File: src/rtl/lsu_pkg.sv
`default_nettype none
// +--------------------------------------------------------------------+
// | Module      : lsu_pkg                                              |
// | Description : Shared encodings for the EX/MEM load/store stage:    |
// |               result-select codes, funct3 access sizes and the     |
// |               LSU FSM state encoding.                              |
// | Revision    : 1.0 - initial release                                |
// +--------------------------------------------------------------------+
package lsu_pkg;

   // Write-back result source
   localparam logic [1:0] c_res_alu  = 2'b00;
   localparam logic [1:0] c_res_load = 2'b01;
   localparam logic [1:0] c_res_pc4  = 2'b10;

   // funct3 access size/sign for loads
   localparam logic [2:0] c_f3_lb  = 3'b000;
   localparam logic [2:0] c_f3_lh  = 3'b001;
   localparam logic [2:0] c_f3_lw  = 3'b010;
   localparam logic [2:0] c_f3_lbu = 3'b100;
   localparam logic [2:0] c_f3_lhu = 3'b101;

   // funct3 access size for stores
   localparam logic [2:0] c_f3_sb  = 3'b000;
   localparam logic [2:0] c_f3_sh  = 3'b001;
   localparam logic [2:0] c_f3_sw  = 3'b010;

   // LSU FSM states
   localparam logic [1:0] c_st_idle = 2'b00;
   localparam logic [1:0] c_st_req  = 2'b01;
   localparam logic [1:0] c_st_wait = 2'b10;
   localparam logic [1:0] c_st_done = 2'b11;

endpackage
`default_nettype wire

File: src/rtl/lsu_align.sv
`default_nettype none
// +--------------------------------------------------------------------+
// | Module      : lsu_align                                            |
// | Description : Combinational lane logic for the LSU: store strobes  |
// |               and replicated data, load lane select and extension, |
// |               and the alignment check for the incoming access.     |
// | Revision    : 1.0 - initial release                                |
// +--------------------------------------------------------------------+
module lsu_align
   import lsu_pkg::*;
#(
   parameter int DATA_WIDTH = 32
) (
   input  logic [1:0]            chk_addr_lo,
   input  logic [2:0]            chk_funct3,
   input  logic [1:0]            addr_lo,
   input  logic [2:0]            funct3,
   input  logic [DATA_WIDTH-1:0] store_data,
   input  logic [DATA_WIDTH-1:0] rsp_rdata,
   output logic                  misaligned,
   output logic [3:0]            wstrb,
   output logic [DATA_WIDTH-1:0] wdata,
   output logic [DATA_WIDTH-1:0] load_data
);

   logic [7:0]  w_byte;
   logic [15:0] w_half;

   // Alignment check on the access about to be captured
   always_comb begin
      misaligned = 1'b0;
      case (chk_funct3)
         c_f3_lh, c_f3_lhu: misaligned = chk_addr_lo[0];
         c_f3_lw:           misaligned = (chk_addr_lo != 2'b00);
         default:           misaligned = 1'b0;
      endcase
   end

   // Store byte enables and lane-replicated write data
   always_comb begin
      wstrb = 4'hF;
      wdata = store_data;
      case (funct3[1:0])
         c_f3_sb[1:0]: begin
            wstrb = 4'b0001 << addr_lo;
            wdata = {4{store_data[7:0]}};
         end
         c_f3_sh[1:0]: begin
            wstrb = 4'b0011 << {addr_lo[1], 1'b0};
            wdata = {2{store_data[15:0]}};
         end
         default: begin
            wstrb = 4'hF;
            wdata = store_data;
         end
      endcase
   end

   // Load lane select followed by sign/zero extension
   always_comb begin
      case (addr_lo)
         2'b00:   w_byte = rsp_rdata[7:0];
         2'b01:   w_byte = rsp_rdata[15:8];
         2'b10:   w_byte = rsp_rdata[23:16];
         default: w_byte = rsp_rdata[31:24];
      endcase
      w_half = addr_lo[1] ? rsp_rdata[31:16] : rsp_rdata[15:0];
      case (funct3)
         c_f3_lb:  load_data = {{24{w_byte[7]}}, w_byte};
         c_f3_lbu: load_data = {24'd0, w_byte};
         c_f3_lh:  load_data = {{16{w_half[15]}}, w_half};
         c_f3_lhu: load_data = {16'd0, w_half};
         default:  load_data = rsp_rdata;
      endcase
   end

endmodule
`default_nettype wire

File: src/rtl/mem_stage_lsu.sv
`default_nettype none
// +--------------------------------------------------------------------+
// | Module      : mem_stage_lsu                                        |
// | Description : EX/MEM pipeline register with a load/store unit that |
// |               drives a valid/ready data-memory bus and stalls the  |
// |               pipeline while an access is outstanding.             |
// | Revision    : 1.0 - initial release                                |
// +--------------------------------------------------------------------+
module mem_stage_lsu
   import lsu_pkg::*;
#(
   parameter int DATA_WIDTH          = 32,
   parameter int DATA_ADDR_WIDTH     = 32,
   parameter int INST_ADDR_WIDTH     = 32,
   parameter int REGISTER_ADDR_WIDTH = 5
) (
   input  logic                           clk,
   input  logic                           rst_n,
   input  logic [DATA_WIDTH-1:0]          alu_res_EX,
   input  logic [DATA_WIDTH-1:0]          write_data_EX,
   input  logic [REGISTER_ADDR_WIDTH-1:0] rd_EX,
   input  logic                           reg_write_EX,
   input  logic                           mem_write_EX,
   input  logic [1:0]                     result_sel_EX,
   input  logic [2:0]                     funct3_EX,
   input  logic [INST_ADDR_WIDTH-1:0]     PC_plus_4_EX,
   input  logic                           flush_EX_MEM,
   output logic [DATA_WIDTH-1:0]          alu_res_EX_MEM_o,
   output logic [REGISTER_ADDR_WIDTH-1:0] rd_EX_MEM_o,
   output logic                           reg_write_EX_MEM_o,
   output logic [1:0]                     result_sel_EX_MEM_o,
   output logic [INST_ADDR_WIDTH-1:0]     PC_plus_4_EX_MEM_o,
   output logic [DATA_WIDTH-1:0]          load_data_MEM,
   output logic                           misaligned_MEM,
   output logic                           stall_mem,
   output logic                           dmem_req_valid,
   input  logic                           dmem_req_ready,
   output logic                           dmem_req_we,
   output logic [DATA_ADDR_WIDTH-1:0]     dmem_req_addr,
   output logic [DATA_WIDTH-1:0]          dmem_req_wdata,
   output logic [3:0]                     dmem_req_wstrb,
   input  logic                           dmem_rsp_valid,
   input  logic [DATA_WIDTH-1:0]          dmem_rsp_rdata
);

   logic [DATA_WIDTH-1:0]          r_alu_res;
   logic [DATA_WIDTH-1:0]          r_store_data;
   logic [REGISTER_ADDR_WIDTH-1:0] r_rd;
   logic                           r_reg_write;
   logic [1:0]                     r_result_sel;
   logic [INST_ADDR_WIDTH-1:0]     r_pc4;
   logic [2:0]                     r_funct3;
   logic                           r_is_load;
   logic                           r_is_store;
   logic                           r_misaligned;
   logic [DATA_WIDTH-1:0]          r_load_data;
   logic [1:0]                     r_state;
   logic [1:0]                     w_state_next;

   logic                           w_stall;
   logic                           w_capture;
   logic                           w_req;
   logic                           w_is_load_ex;
   logic                           w_memop_ex;
   logic                           w_mis_ex;
   logic [3:0]                     w_wstrb;
   logic [DATA_WIDTH-1:0]          w_wdata;
   logic [DATA_WIDTH-1:0]          w_load_data;

   assign w_stall      = (r_state == c_st_req) || (r_state == c_st_wait);
   assign w_capture    = !w_stall;
   assign w_req        = (r_state == c_st_req);
   assign w_is_load_ex = (result_sel_EX == c_res_load);
   assign w_memop_ex   = w_is_load_ex || mem_write_EX;

   lsu_align #(
      .DATA_WIDTH (DATA_WIDTH)
   ) u_align (
      .chk_addr_lo (alu_res_EX[1:0]),
      .chk_funct3  (funct3_EX),
      .addr_lo     (r_alu_res[1:0]),
      .funct3      (r_funct3),
      .store_data  (r_store_data),
      .rsp_rdata   (dmem_rsp_rdata),
      .misaligned  (w_mis_ex),
      .wstrb       (w_wstrb),
      .wdata       (w_wdata),
      .load_data   (w_load_data)
   );

   // EX/MEM capture; a flush loads a bubble with no memory operation
   always_ff @(posedge clk or negedge rst_n) begin
      if (!rst_n) begin
         r_alu_res    <= '0;
         r_store_data <= '0;
         r_rd         <= '0;
         r_reg_write  <= 1'b0;
         r_result_sel <= c_res_alu;
         r_pc4        <= '0;
         r_funct3     <= 3'd0;
         r_is_load    <= 1'b0;
         r_is_store   <= 1'b0;
         r_misaligned <= 1'b0;
      end else if (w_capture) begin
         r_alu_res    <= alu_res_EX;
         r_store_data <= write_data_EX;
         r_rd         <= rd_EX;
         r_pc4        <= PC_plus_4_EX;
         r_funct3     <= funct3_EX;
         if (flush_EX_MEM) begin
            r_reg_write  <= 1'b0;
            r_result_sel <= c_res_alu;
            r_is_load    <= 1'b0;
            r_is_store   <= 1'b0;
            r_misaligned <= 1'b0;
         end else begin
            r_reg_write  <= reg_write_EX && !(w_memop_ex && w_mis_ex);
            r_result_sel <= result_sel_EX;
            r_is_load    <= w_is_load_ex;
            r_is_store   <= mem_write_EX;
            r_misaligned <= w_memop_ex && w_mis_ex;
         end
      end
   end

   // Next-state decode for the memory access sequencer
   always_comb begin
      w_state_next = r_state;
      case (r_state)
         c_st_idle, c_st_done: begin
            if (flush_EX_MEM || !w_memop_ex)
               w_state_next = c_st_idle;
            else if (w_mis_ex)
               w_state_next = c_st_done;
            else
               w_state_next = c_st_req;
         end
         c_st_req: begin
            if (dmem_req_ready)
               w_state_next = r_is_store ? c_st_done : c_st_wait;
         end
         c_st_wait: begin
            if (dmem_rsp_valid)
               w_state_next = c_st_done;
         end
         default: w_state_next = c_st_idle;
      endcase
   end

   // State register
   always_ff @(posedge clk or negedge rst_n) begin
      if (!rst_n)
         r_state <= c_st_idle;
      else
         r_state <= w_state_next;
   end

   // Load result is taken only from a response that arrives in WAIT_RSP
   always_ff @(posedge clk or negedge rst_n) begin
      if (!rst_n)
         r_load_data <= '0;
      else if ((r_state == c_st_wait) && dmem_rsp_valid)
         r_load_data <= w_load_data;
   end

   assign alu_res_EX_MEM_o    = r_alu_res;
   assign rd_EX_MEM_o         = r_rd;
   assign reg_write_EX_MEM_o  = r_reg_write;
   assign result_sel_EX_MEM_o = r_result_sel;
   assign PC_plus_4_EX_MEM_o  = r_pc4;
   assign load_data_MEM       = r_load_data;
   assign misaligned_MEM      = r_misaligned;
   assign stall_mem           = w_stall;

   // Request fields are zero outside REQ so the bus is quiet when idle
   assign dmem_req_valid = w_req;
   assign dmem_req_we    = w_req && r_is_store;
   assign dmem_req_addr  = w_req ? {r_alu_res[DATA_ADDR_WIDTH-1:2], 2'b00} : '0;
   assign dmem_req_wdata = (w_req && r_is_store) ? w_wdata : '0;
   assign dmem_req_wstrb = (w_req && r_is_store) ? w_wstrb : 4'h0;

endmodule
`default_nettype wire

File: config.mk
export PLATFORM = sky130hd
export DESIGN_NAME = mem_stage_lsu
export DESIGN_NICKNAME = d
export VERILOG_FILES = /design/src/rtl/lsu_pkg.sv /design/src/rtl/lsu_align.sv /design/src/rtl/mem_stage_lsu.sv
export SDC_FILE = /design/constraint.sdc
export NUM_CORES = 1
export LEC_CHECK = 0
export ABC_AREA = 1
export ABC_CLOCK_PERIOD_IN_PS = 2100
export BUFFER_PORTS_ARGS = -buffer_cell sky130_fd_sc_hd__buf_4
export CAP_MARGIN = 20
export CORE_MARGIN = 1
export CORE_UTILIZATION = 43
export DETAILED_ROUTE_END_ITERATION = 10
export PLACE_DENSITY = 0.85
export SLEW_MARGIN = 5
export SYNTH_ARGS = -nofsm -noshare
export SYNTH_HDL_FRONTEND = slang
export SYNTH_HIERARCHICAL = 1
export SYNTH_SLANG_ARGS = --single-unit
File: constraint.sdc
create_clock -name clk -period 2.1 [get_ports clk]
set_input_delay 0.63 -clock clk [delete_from_list [all_inputs] [get_ports clk]]
set_output_delay 0.63 -clock clk [all_outputs]
set_load 0.005 [all_outputs]
==> flow_summary.json, run 1 <==
{
  "synth.top_cell.area_share_pct": 49.9,
  "numCtsBuffers": 17,
  "rsz0062_at_grt": "yes",
  "cp-start-kind": "register",
  "yosys.area_share.simple_pct": 32.4,
  "synthXorXnorAreaFrac_pct": 0,
  "hold_ws_ns": 0.132,
  "path_clk_slew_ns": 0.06,
  "switching_share_pct": 44.0,
  "pre_cts_slack_ns": 0.0860,
  "worstReg2RegEnd": "load_data_MEM[10]$_DFFE_PN0P_",
  "rrSetupSlack_ns": 0.22,
  "crit_required_ns": 1.47,
  "seq_area_frac_synth_pct": 49.9,
  "post-route-min-period_ns": 2.32,
  "crit_arrival_ns": 1.69,
  "cts_tree": "built",
  "synth_top_family_by_area": "simple AND/OR/NAND/NOR gates",
  "post-dp-hpwl_mm": 16.1,
  "grt-ovfl-total": 0,
  "ys_ff_latch": 143,
  "violations": "negative setup slack",
  "synth_top_area_cell": "dfrtp_1",
  "internal_power_uw": 10200,
  "final_nets": 1405,
  "syn_avg_cell_area_um2": 7.69,
  "p_clk_share_pct": 16.0,
  "status": "complete, but fails checks",
  "core-area_um2": 16100,
  "ioPinCount": 321,
  "r2r-start": "alu_res_EX_MEM_o[1]$_DFFE_PN0N_",
  "wire_per_inst_um": 16.2,
  "worstPathMaxFanout": 7,
  "ir_worst_vdd_v": 0.00116,
  "power_density_nw_per_um2": 1620,
  "endpoint_kind": "output port",
  "post-route-period-util_pct": 110,
  "p_comb_share_pct": 53.8,
  "drive_above_1_share_pct": 42.6,
  "timing.final.ws_setup_ns": -0.219,
  "grt_usage_pct": 26.3,
  "numPlacedInstances": 1434,
  "yosysUniqueCellTypes": 30,
  "htreeDepth": 4,
  "clockBufferDepth": 2,
  "holdCritPathClass": "primary input to async pin",
  "layout_commonest_cell": "nand2_1",
  "r2r_cells": 6,
  "setup_violations": 68,
  "yosys_warnings": 6,
  "wl_mm": 24.1,
  "area_delta_synth_final_pct": 57.0,
  "final_core_util_pct": 69.9,
  "cap_violations": 0,
  "synthMuxAreaShare_pct": 5.02,
  "drtIter0Drc": 472,
  "p_sw_uw": 8020,
  "routabilityCongestion": 0.896,
  "slew_viol_final": 0,
  "power_leakage_uw": 0.00649,
  "dieArea_um2": 17200,
  "grt_pass1_wl_mm": 35.9,
  "timing.fmax_mhz": 431,
  "start_util_pct": 44.5,
  "root_buffer": "clkbuf_16",
  "via_per_inst": 4.95,
  "power_uw": 18200,
  "synthCells": 933,
  "layout.cells.non_filler": 1488,
  "num_rows": 46,
  "fin_skew_ns": 0.0113,
  "grt_max_degree": 107,
  "cts_sinks": 143,
  "crit_type": "register to output port",
  "synth-adder-area-share_pct": 0.349,
  "p_seq_share_pct": 30.2,
  "ant_nets": 0,
  "final_cell_mix": "nand2_1 (425), buf_4 (298), dfrtp_1 (141), inv_1 (61), buf_6 (45)",
  "netlist_top_cells_area": "dfrtp_1 (50%), nand2_1 (25%), inv_1 (5.1%)",
  "drtPass1Iterations": 6,
  "die_y_um": 131,
  "antenna_found_initial": 1,
  "grt_pass1_vias": 7051,
  "synth_compound_area_share_pct": 2.37,
  "dieWidth_um": 131,
  "drc": 0,
  "finalHoldViolCount": 0,
  "io_buffer_count": 318,
  "syn-cell-area_um2": 7180,
  "via_count": 7359,
  "clk_latency_ns": 0.41
}
-- routing by layer --
metal / GRT usage, % / share of wire (%) / vias to the layer above
li1: - / - / 3457
met1: 30.9 / 37 / 3465
met2: 45.7 / 51 / 376
met3: 7.29 / 8.0 / 61
met4: 9.80 / 3.4 / 0
met5: 0 / 0 / -
-- layout make-up --
cell class / count / area, um2
Timing Repair Buffer: 358 / 3080
Inverter: 103 / 399
Antenna cell: 1 / 2.50
Tap cell: 216 / 270
Multi-Input combinational cell: 635 / 3360
Sequential cell: 143 / 3580
Fill cell: 1208 / 4840
Clock inverter: 14 / 133
Clock buffer: 18 / 439
-- how the worst max path moves through the flow --
stage                             from                  to
6_report       r_funct3[1]$_DFFE_PN0N_  dmem_req_wdata[26]
5_1_grt        r_funct3[1]$_DFFE_PN0N_  dmem_req_wdata[25]
4_1_cts         r_state[1]$_DFFE_PN0P_   dmem_req_wdata[2]
2_1_floorplan  r_funct3[1]$_DFFE_PN0N_  dmem_req_wdata[26]
3_3_place_gp   r_funct3[1]$_DFFE_PN0N_   dmem_req_wstrb[3]
3_5_place_dp   r_funct3[1]$_DFFE_PN0N_   dmem_req_wstrb[2]
-- worst max-delay path, stage by stage (launching register included) --
cell	delay, ns
dfrtp_2	0.50
nor2_8	0.26
nand2_4	0.08
o211ai_1	0.14
inv_1	0.07
nor2_1	0.11
buf_4	0.12
-- cell usage after synthesis (all sizes together) --
| library cell | number |
|---|---|
| nand2 | 478 |
| nand3 | 44 |
| dfrtp | 143 |
| ha | 2 |
| nand3b | 1 |
| o211ai | 4 |
| or2 | 1 |
| buf | 42 |
| nor2 | 47 |
| conb | 1 |
| a22o | 1 |
| clkbuf | 12 |
| a21oi | 1 |
| mux2 | 32 |
| o21ai | 13 |
| inv | 103 |
| o22ai | 8 |
-- power groups by stage --
stage | clock [uW] | combinational (uW) | sequential [uW]
6_report | 2920 | 9810 | 5500
5_1_grt | 3090 | 10800 | 5640
4_1_cts | 2960 | 8920 | 5300
3_5_place_dp | 0 | 8380 | 5280
3_3_place_gp | 0 | 8120 | 5240
2_1_floorplan | 0 | 4990 | 5090
-- logic make-up after synthesis --
kind of cell / count (synthesis)
flops: 143
simple gates: 571
fa+ha+maj: 2
compound gates: 27
mux: 32
other cells: 1
buf+inv: 157
-- through the flow --
step	TNS, ns	cell area [um2]
after floorplan	0	7180
after global placement	0	9750
after detailed placement	0	9750
after CTS	-9.55	10600
after global routing	-12.72	11300
final	-7.64	11300
-- sequential cells by signal, indices dropped and copies added, names as in the netlist --
name and count:
reg_write_EX_MEM_o 1, alu_res_EX_MEM_o 32, r_funct3 3, r_store_data 32
PC_plus_4_EX_MEM_o 32, rd_EX_MEM_o 5, misaligned_MEM 1, r_is_store 1
r_state 2, load_data_MEM 32, result_sel_EX_MEM_o 2
-- repair_timing --
action / CTS / global route
setup buffers: 8 / 6
gates cloned: 5 / 3
endpoints found under the hold margin: 0 / 0
pin swaps: 24 / 51
hold buffers: 0 / 0
gates resized for setup: 36 / 197
endpoints found under the setup margin: 69 / 68
(Power assumes the default switching activity.)
==> inputs of run 2 (changes only) <==
CTS_BUF_LIST = sky130_fd_sc_hd__clkbuf_8   (was unset)
==> run 2 against run 1 <==
The flow still finishes with violations (negative setup slack). Count of clock-buffer cells in the layout is the same. Sequential share of layout area grew 0.47 points. Final cell count shrank 0.13%. Via count grew 0.11%. Total power shrank 3.6%. Maximum frequency shrank 3.0%. Routed wire length grew 1.2%. Critical endpoint unchanged.
==> flow_summary.json, run 2 (synthesis gave the netlist of run 1 again) <==
{
  "status": "complete, but fails checks",
  "violations": "negative setup slack",
  "finalHoldViolCount": 0,
  "rsz0062_at_grt": "yes",
  "drtPass1Iterations": 5,
  "n_antenna_cell": 0,
  "ioPinCount": 321,
  "crit_type": "register to output port",
  "dieWidth_um": 131,
  "slew_viol_final": 0,
  "clockBufferDepth": 2,
  "grt_max_degree": 107,
  "timing.final.ws_setup_ns": -0.291,
  "grt-ovfl-total": 0,
  "timing.fmax_mhz": 418,
  "grt_pass1_wl_mm": 37.3,
  "post-route-min-period_ns": 2.39,
  "core-area_um2": 16100,
  "endpoint_kind": "output port",
  "power_density_nw_per_um2": 1580,
  "cap_violations": 0,
  "via_count": 7367,
  "fin_skew_ns": 0.0151,
  "die_y_um": 131,
  "r2r_cells": 8,
  "dieArea_um2": 17200,
  "grt_pass1_vias": 7323,
  "wire_per_inst_um": 16.4,
  "post-route-period-util_pct": 114,
  "cts-hold-fix-buffers": 0,
  "drtIter0Drc": 429,
  "setup_violations": 68,
  "cp-start-kind": "register",
  "io_buffer_count": 318,
  "crit_arrival_ns": 1.76,
  "final_cell_mix": "nand2_1 (413), buf_4 (290), dfrtp_1 (140), inv_1 (60), buf_6 (51)",
  "worstPathMaxFanout": 7,
  "ir_worst_vdd_v": 0.00119,
  "fin_area_um2": 11100,
  "num_rows": 46,
  "wl_mm": 24.4,
  "dpl-instance-area_um2": 9750,
  "cts_sinks": 143,
  "root_buffer": "clkbuf_8",
  "routabilityCongestion": 0.896,
  "drive_above_1_share_pct": 42.5,
  "path_clk_slew_ns": 0.09,
  "via_per_inst": 4.96,
  "power_leakage_uw": 0.00641,
  "numCtsBuffers": 17,
  "clk_latency_ns": 0.45,
  "crit_required_ns": 1.47,
  "fin_setup_tns_ns": -10.09,
  "drc": 0,
  "cts_tree": "built",
  "antenna_found_initial": 0,
  "area_delta_synth_final_pct": 54.8,
  "start_util_pct": 44.5,
  "layout_commonest_cell": "nand2_1",
  "holdCritPathClass": "primary input to async pin",
  "final_nets": 1404,
  "grt_usage_pct": 27.5,
  "htreeDepth": 4,
  "post-dp-hpwl_mm": 16.1,
  "ant_nets": 0
}
run 2: cell types whose count changed in the layout (fill, tap and decap cells not counted), moves of 2 or more:
cell / before / now
nor2_4: 16 / 18
nor2_1: 11 / 20
nand2_4: 34 / 36
nand2_1: 425 / 413
o21ai_1: 2 / 6
o21ai_2: 6 / 1
nand2_2: 18 / 28
clkbuf_16: 20 / 2
buf_6: 45 / 51
nor2_2: 20 / 9
buf_4: 298 / 290
clkbuf_8: 1 / 18
run 2: final timing paths:
check	start	endpoint	slack [ns]
setup / recovery	r_funct3[1]$_DFFE_PN0N_	dmem_req_wdata[26]	-0.29
hold / removal	rst_n	r_store_data[23]$_DFFE_PN0N_	0.09
setup reg to reg	r_funct3[1]$_DFFE_PN0N_	load_data_MEM[7]$_DFFE_PN0P_	0.25
hold reg to reg	rd_EX_MEM_o[4]$_DFFE_PN0N_	rd_EX_MEM_o[4]$_DFFE_PN0N_	0.48
max in group asynchronous	rst_n	PC_plus_4_EX_MEM_o[12]$_DFFE_PN0N_	1.40
min in group clk	PC_plus_4_EX[0]	PC_plus_4_EX_MEM_o[0]$_DFFE_PN0N_	0.37
run 2: layout make-up:
type                            count  area (um2)
Multi-Input combinational cell    635        3370
Clock buffer                       18         248
Timing Repair Buffer              357        3100
Tap cell                          216         270
Clock inverter                     14         133
Inverter                          103         404
Fill cell                        1227        5010
Sequential cell                   143        3580
run 2: per-layer routing:
layer / part of all wire [%] / global-route usage, % / up-vias
met5: 0 / 0 / -
met1: 38 / 32.3 / 3463
met4: 3.0 / 12.2 / 0
met3: 7.6 / 6.75 / 50
li1: - / - / 3447
met2: 52 / 47.5 / 407
run 2: power breakdown:
group,total [uW],internal (uW),switching [uW]
combinational,9910,4410,5500
clock,2130,986,1140
sequential,5530,4190,1350
total,17600,9580,7990
run 2: what timing repair did:
item | 4_1_cts | 5_1_grt
endpoints found under the hold margin | 0 | 0
pin swaps | 41 | 37
gates resized for setup | 148 | 100
setup endpoints to repair | 69 | 69
gates cloned | 5 | 2
buffers inserted | 12 | 3
run 2: worst max-delay path, cell delays in order, from the launching register on:
cell	delay [ns]
dfrtp_2	0.52
buf_6	0.17
buf_6	0.13
nand2_2	0.06
o211ai_1	0.13
inv_1	0.08
nor2_1	0.11
buf_4	0.12
run 2: per-stage QoR:
| stage | worst slack [ns] | hold slack (ns) | total power [uW] | cells | utilization (%) |
|---|---|---|---|---|---|
| after floorplan | 0.291 | 0.334 | 10100 | 934 | - |
| after global placement | 0.157 | 0.456 | 13400 | 1434 | 60.5 |
| after detailed placement | 0.0860 | 0.459 | 13700 | 1434 | 60.5 |
| after CTS | -0.250 | 0.0780 | 16900 | 1483 | 66.8 |
| after global routing | -0.339 | 0.0928 | 18800 | 1486 | 68.9 |
| final | -0.291 | 0.0905 | 17600 | 1486 | 68.9 |
